File: config.mk
export PLATFORM = sky130hd
export DESIGN_NAME = opacc_seq
export DESIGN_NICKNAME = d
export VERILOG_FILES = /design/src/rtl/opacc_seq.sv
export SDC_FILE = /design/constraint.sdc
export NUM_CORES = 1
export LEC_CHECK = 0
export CAP_MARGIN = 20
export CELL_PAD_IN_SITES_DETAIL_PLACEMENT = 1
export CELL_PAD_IN_SITES_GLOBAL_PLACEMENT = 1
export CORE_MARGIN = 8
export CORE_UTILIZATION = 14
export CTS_CLUSTER_DIAMETER = 120
export DETAILED_ROUTE_END_ITERATION = 8
export PLACE_DENSITY = 0.84
export SLEW_MARGIN = 20
export SYNTH_ARGS = -nofsm -noshare
export SYNTH_HDL_FRONTEND = slang
export SYNTH_SLANG_ARGS = --single-unit
File: constraint.sdc
create_clock -name clk -period 2.69 [get_ports clk]
set_input_delay 0.538 -clock clk [delete_from_list [all_inputs] [get_ports clk]]
set_output_delay 0.538 -clock clk [all_outputs]
set_load 0.05 [all_outputs]
File: src/rtl/opacc_seq.sv
// opacc_seq: command sequencer and initiator for the opacc outer-product
// accumulator. Commands (ZERO, LOAD, MAC, STORE) arrive on a valid/ready port.
// The sequencer then streams vectors into opacc or drains C rows out of
// opacc's shift chain, and pulses done when the command completes.
//
// Handshake rule used on every port (cmd, din, dout): a transfer happens on a
// rising clk edge where valid and ready are both 1. valid never waits on
// ready. ready may depend combinationally on the current state only. On the
// din side, the opacc strobes follow din_valid combinationally in the same
// cycle, so a strobe is issued exactly on the handshake cycle.
module opacc_seq #(
  parameter int NUM_MREGS = 2,
  parameter int XLEN      = 8,
  parameter int vl        = 4,
  parameter int ml        = 4,
  parameter int KMAX      = 16,
  localparam int AW = (NUM_MREGS > 1) ? $clog2(NUM_MREGS) : 1,
  localparam int LW = $clog2(KMAX + 1)
) (
  input  logic               clk,
  input  logic               reset_n,
  // command port
  input  logic               cmd_valid,
  output logic               cmd_ready,
  input  logic [1:0]         cmd_op,
  input  logic [AW-1:0]      cmd_addr,
  input  logic [LW-1:0]      cmd_len,
  // input vector stream
  input  logic               din_valid,
  output logic               din_ready,
  input  logic [ml*XLEN-1:0] din_a,
  input  logic [vl*XLEN-1:0] din_b,
  // output row stream
  output logic               dout_valid,
  input  logic               dout_ready,
  output logic [vl*XLEN-1:0] dout_data,
  output logic               dout_last,
  output logic               done,
  // opacc control and data
  output logic               op_c_valid,
  output logic               op_ab_valid,
  output logic [AW-1:0]      op_ci_addr,
  output logic [AW-1:0]      op_ab_addr,
  output logic [ml*XLEN-1:0] op_ai,
  output logic [vl*XLEN-1:0] op_bi,
  output logic [vl*XLEN-1:0] op_ci,
  input  logic [vl*XLEN-1:0] op_co,
  // current FSM state, for observation only
  output logic [2:0]         dbg_state
);

  // Beat counter must cover both a full tile (ml rows) and the longest MAC.
  localparam int BMAX = (ml > KMAX) ? ml : KMAX;
  localparam int CW   = $clog2(BMAX + 1);

  localparam logic [CW-1:0] ML_BEATS = CW'(ml);
  localparam logic [CW-1:0] ML_LAST  = CW'(ml - 1);
  localparam logic [LW-1:0] KMAX_L   = LW'(KMAX);

  localparam logic [1:0] OP_ZERO  = 2'd0;
  localparam logic [1:0] OP_LOAD  = 2'd1;
  localparam logic [1:0] OP_MAC   = 2'd2;
  localparam logic [1:0] OP_STORE = 2'd3;

  typedef enum logic [2:0] {
    S_IDLE  = 3'd0,
    S_ZERO  = 3'd1,
    S_LOAD  = 3'd2,
    S_MAC   = 3'd3,
    S_STORE = 3'd4,
    S_DONE  = 3'd5
  } state_t;

  state_t          state_q, state_d;
  logic [CW-1:0]   cnt_q, cnt_d;
  logic [AW-1:0]   addr_q, addr_d;
  logic [LW-1:0]   len_q, len_d;

  logic            beat;         // one beat of the current command happens this cycle
  logic            beat_last;    // that beat is the final one
  logic [CW-1:0]   beats_total;  // number of beats the current command needs
  logic [LW-1:0]   len_clamped;  // incoming MAC length limited to KMAX

  assign len_clamped = (cmd_len > KMAX_L) ? KMAX_L : cmd_len;

  // MAC runs for the latched K; every other multi-beat command covers one full tile.
  assign beats_total = (state_q == S_MAC) ? CW'(len_q) : ML_BEATS;
  assign beat_last   = beat && (cnt_q == (beats_total - CW'(1)));

  // The latched target register is presented to opacc for the whole command.
  assign op_ci_addr = addr_q;
  assign op_ab_addr = addr_q;
  assign dbg_state  = state_q;

  // Output and strobe decode from the current state and the live handshake inputs.
  always_comb begin
    cmd_ready   = 1'b0;
    din_ready   = 1'b0;
    dout_valid  = 1'b0;
    dout_data   = '0;
    dout_last   = 1'b0;
    done        = 1'b0;
    op_c_valid  = 1'b0;
    op_ab_valid = 1'b0;
    op_ai       = '0;
    op_bi       = '0;
    op_ci       = '0;
    beat        = 1'b0;
    case (state_q)
      S_IDLE: begin
        cmd_ready = 1'b1;
      end
      S_ZERO: begin
        // Shift zero rows through the whole tile, one per cycle.
        op_c_valid = 1'b1;
        beat       = 1'b1;
      end
      S_LOAD: begin
        din_ready  = 1'b1;
        op_c_valid = din_valid;
        op_ci      = din_b;
        beat       = din_valid;
      end
      S_MAC: begin
        din_ready   = 1'b1;
        op_ab_valid = din_valid;
        op_ai       = din_a;
        op_bi       = din_b;
        beat        = din_valid;
      end
      S_STORE: begin
        // opacc presents row ml-1 combinationally; shifting with zero fill
        // both advances the next row into view and clears the tile.
        dout_valid = 1'b1;
        dout_data  = op_co;
        dout_last  = (cnt_q == ML_LAST);
        op_c_valid = dout_ready;
        beat       = dout_ready;
      end
      S_DONE: begin
        done = 1'b1;
      end
      default: begin
        cmd_ready = 1'b0;
      end
    endcase
  end

  // Next-state logic: accept commands in IDLE, count beats, finish through DONE.
  always_comb begin
    state_d = state_q;
    cnt_d   = cnt_q;
    addr_d  = addr_q;
    len_d   = len_q;
    case (state_q)
      S_IDLE: begin
        if (cmd_valid) begin
          addr_d = cmd_addr;
          len_d  = len_clamped;
          cnt_d  = '0;
          case (cmd_op)
            OP_ZERO:  state_d = S_ZERO;
            OP_LOAD:  state_d = S_LOAD;
            // A zero-length MAC has nothing to stream and completes at once.
            OP_MAC:   state_d = (len_clamped == '0) ? S_DONE : S_MAC;
            OP_STORE: state_d = S_STORE;
            default:  state_d = S_IDLE;
          endcase
        end
      end
      S_ZERO, S_LOAD, S_MAC, S_STORE: begin
        if (beat_last) begin
          cnt_d   = '0;
          state_d = S_DONE;
        end else if (beat) begin
          cnt_d = cnt_q + CW'(1);
        end
      end
      S_DONE: begin
        state_d = S_IDLE;
      end
      default: begin
        cnt_d   = '0;
        state_d = S_IDLE;
      end
    endcase
  end

  // FSM and command registers; reset aborts any command in flight.
  always_ff @(posedge clk or negedge reset_n) begin
    if (!reset_n) begin
      state_q <= S_IDLE;
      cnt_q   <= '0;
      addr_q  <= '0;
      len_q   <= '0;
    end else begin
      state_q <= state_d;
      cnt_q   <= cnt_d;
      addr_q  <= addr_d;
      len_q   <= len_d;
    end
  end

endmodule

==> flow_summary_export.csv <==
group,metric,value,unit
logic_synthesis,yosysUniqueCellTypes,40,
sta,hold_viol,0,
logic_synthesis,yosysTopAreaCellShare,0.324,
power,vdd_ir_drop_max,387,µV
clock_tree,clockBufferDepth,2,
logic_synthesis,synthArstFlopShare,1.00,
critical_path,cp_top_family,"buffers and inverters",
critical_path,critPathMaxStageDelay,0.48,ns
logic_synthesis,yosysTopAreaCell,"and3_1",
critical_path,cp.required,2.15,ns
clock_tree,cts.htree.levels,1,
logic_synthesis,synth-seq-cells,14,
critical_path,worst_setup_path_end_kind,"output port",
sta,final-setup-viol-count,0,
cells_and_area,areaGrowthSynthToFinish,213,%
power,p_int,3.10,mW
logic_synthesis,syn_inst,266,
die,core,13300,µm²
sta,worst_slew_pin_slew,0.668,ns
place,place_ws,0.0305,ns
power,leakage,2.69,nW
place,port_buffers,248,
power,power_density,1110,nW/µm²
logic_synthesis,synthTopCellsByArea,"and3_1 32%, dfrtp_1 18%, and2_1 10%",
clock_tree,hold_buffers,0,
detailed_routing,drcViolationCount,0,
place,routabilityCongestion,0.821,
detailed_routing,drt_iter0_markers,78,
logic_synthesis,synth.net_count,377,
logic_synthesis,syn_area,1910,µm²
outcome,outcome,"completed",
logic_synthesis,synth.yosys.seq_area_share,0.183,
sta,finalWorstSetupSlack,0.127,ns
power,p_switching,3.56,mW
global_routing,grt_overflow,0,
clock_tree,numClockSinks,14,
sta,rsz0062_at_grt,"false",
cells_and_area,final_cells,672,
logic_synthesis,syn_avg_cell_area,7.19,µm²
global_routing,grt_pass1_vias,3483,
critical_path,slowest_stage,"dfrtp_2",
worst_hold_path,hp-class,"reg2reg",
global_routing,antenna_found_initial,0,
sta,maxSlewHeadroom,0.553,
clock_tree,insertion_delay,0.25,ns
die,rows,42,
cells_and_area,drive_gt1_frac,0.329,
sta,max_freq,390,MHz
clock_tree,cts_buffers,3,
critical_path,path_cells,"nand2b_4, inv_2, buf_4, and3_1, buf_12",
clock_tree,root_buffer,"clkbuf_16",
critical_path,worst-path-max-fanout,66,
power,clockPowerShare,0.048,
clock_tree,clk_pin_slew,0.05,ns
detailed_routing,vias_per_cell,4.40,
power,swShare,0.535,
power,p_total,6.67,mW
critical_path,worstSetupPathType,"reg2out",
sta,period_minus_slack,2.56,ns
place,hpwl,12600,µm
sta,fin_hold_ws,0.538,ns
cells_and_area,diodes,0,
sta,maxSlewViolCount,0,
clock_tree,cts_tree,"yes",
die,initial_core_util,0.144,
place,place_inst,668,
logic_synthesis,synth-edff-count,0,
cells_and_area,num-fill-cells,1394,
critical_path,worst-path-buf-inv,3,
die,ios,249,
die,die_h,133,µm
global_routing,grt_usage,0.155,
clock_tree,ctsResizeCount,0,
cells_and_area,final_nets,608,
sta,tns,0,ns
global_routing,grt_pass1_wl,21400,µm
logic_synthesis,ys.flop_type,"dfrtp_1",
power,comb_power_share,0.881,
detailed_routing,dr.pass1.iters,4,
sta,finalCritPeriodShare,0.953,
critical_path,reg2reg_slack,0.15,ns
die,die_x,133,µm
die,die_area,17700,µm²
power,seq_power_share,0.070,
sta,clock_skew,0.00128,ns
detailed_routing,routed_wl,14600,µm
detailed_routing,detail_route.wl_per_cell,21.8,µm
clock_tree,post_cts_buffers,0,
detailed_routing,drtAntennaViolNets,0,
critical_path,critPathLaunchType,"register",
logic_synthesis,yosys_warnings,0,
run,max_cap_violations,0,
global_routing,grt_max_degree,70,
detailed_routing,vias,2958,
critical_path,worstPathArrival,2.02,ns
Yosys cell counts (all sizes together) (3+ instances only):
library cell  number
a21oi              3
and2              32
and3              99
buf                5
clkbuf            26
dfrtp             14
inv                4
nand2             10
nand2b             6
nand3              3
nor2               8
nor3               6
o21ai             10
xnor2              4
xor2               3
stage by stage:
step	instance area, µm²	util
2_1_floorplan	1990	-
3_3_place_gp	5910	0.444
3_5_place_dp	5910	0.444
4_1_cts	6000	0.451
5_1_grt	6000	0.451
6_report	6000	0.451
final cells by class:
| class | count | area [µm²] | share of cell area |
|---|---|---|---|
| timing repair buffer | 257 | 3870 | 0.646 |
| multi-input combinational | 217 | 1450 | 0.241 |
| sequential | 14 | 354 | 0.0590 |
| tap | 176 | 220 | 0.0367 |
| clock buffer | 4 | 88.8 | 0.0148 |
| inverter | 4 | 15.0 | 0.00250 |
cell families (layout without fill, tap and decap cells):
kind of cell / after synthesis / count (layout) / synth area share
AOI/OAI and AO/OA: 25 / 25 / 0.0857
buffers and inverters: 35 / 265 / 0.0811
DFF: 14 / 14 / 0.183
xor gates and xnor gates: 7 / 7 / 0.0320
adders and majority gates: 2 / 2 / 0.0131
and+or+nand+nor: 179 / 179 / 0.583
muxes: 4 / 4 / 0.0222
power groups by stage:
stage | clock, mW | combinational (mW) | sequential (mW)
after global placement | 0 | 5.80 | 0.458
after global routing | 0.339 | 6.10 | 0.486
final | 0.323 | 5.88 | 0.468
after detailed placement | 0 | 5.91 | 0.469
after floorplan | 0 | 3.06 | 0.467
after CTS | 0.331 | 5.93 | 0.469
sequential cells by signal, summed over array words and instances (netlist names):
| name | count |
|---|---|
| cnt_q | 5 |
| dbg_state | 3 |
| len_q | 5 |
| op_ab_addr | 1 |
routing by layer:
metal / wire [µm] / up-vias / GRT usage
li1: - / 1400 / -
met1: 4790 / 1396 / 0.141
met2: 8090 / 140 / 0.304
met3: 1340 / 22 / 0.0655
met4: 420 / 0 / 0.0467
met5: 0 / - / 0
worst paths after layout:
check | startpoint | to | depth (start not counted)
setup / recovery | dbg_state[2] | op_bi[20] | 5
hold / removal | len_q[4] | len_q[4] | 1
setup reg to reg | dbg_state[2] | dbg_state[2] | 7
hold reg to reg | len_q[4] | len_q[4] | 1
max in group asynchronous | reset_n | dbg_state[2] | 1
min in group asynchronous | reset_n | op_ab_addr | 1
cells in the final DEF, fill, tap and decap left out, types with 2 or more instances in the layout:
master	synthesis	layout
xor2_1	3	3
o21ai_1	0	2
o22ai_1	2	2
nor3_1	6	5
clkdlybuf4s50_1	0	112
buf_4	2	12
dfrtp_2	0	3
dfrtp_1	14	11
o31ai_1	2	2
a31oi_1	2	2
and3_1	99	99
clkbuf_16	0	3
and4bb_1	2	2
nand2b_1	6	5
nand4_1	2	2
xnor2_1	4	4
inv_1	4	3
mux2_2	2	2
nor2_1	8	8
nand3b_1	2	2
buf_12	0	133
mux2i_1	2	2
and3b_1	2	2
nand3_1	3	2
a21oi_1	3	3
nand2_1	10	10
o21ai_0	10	8
and2_1	32	32
No activity file was read; power rests on OpenSTA's default activity.
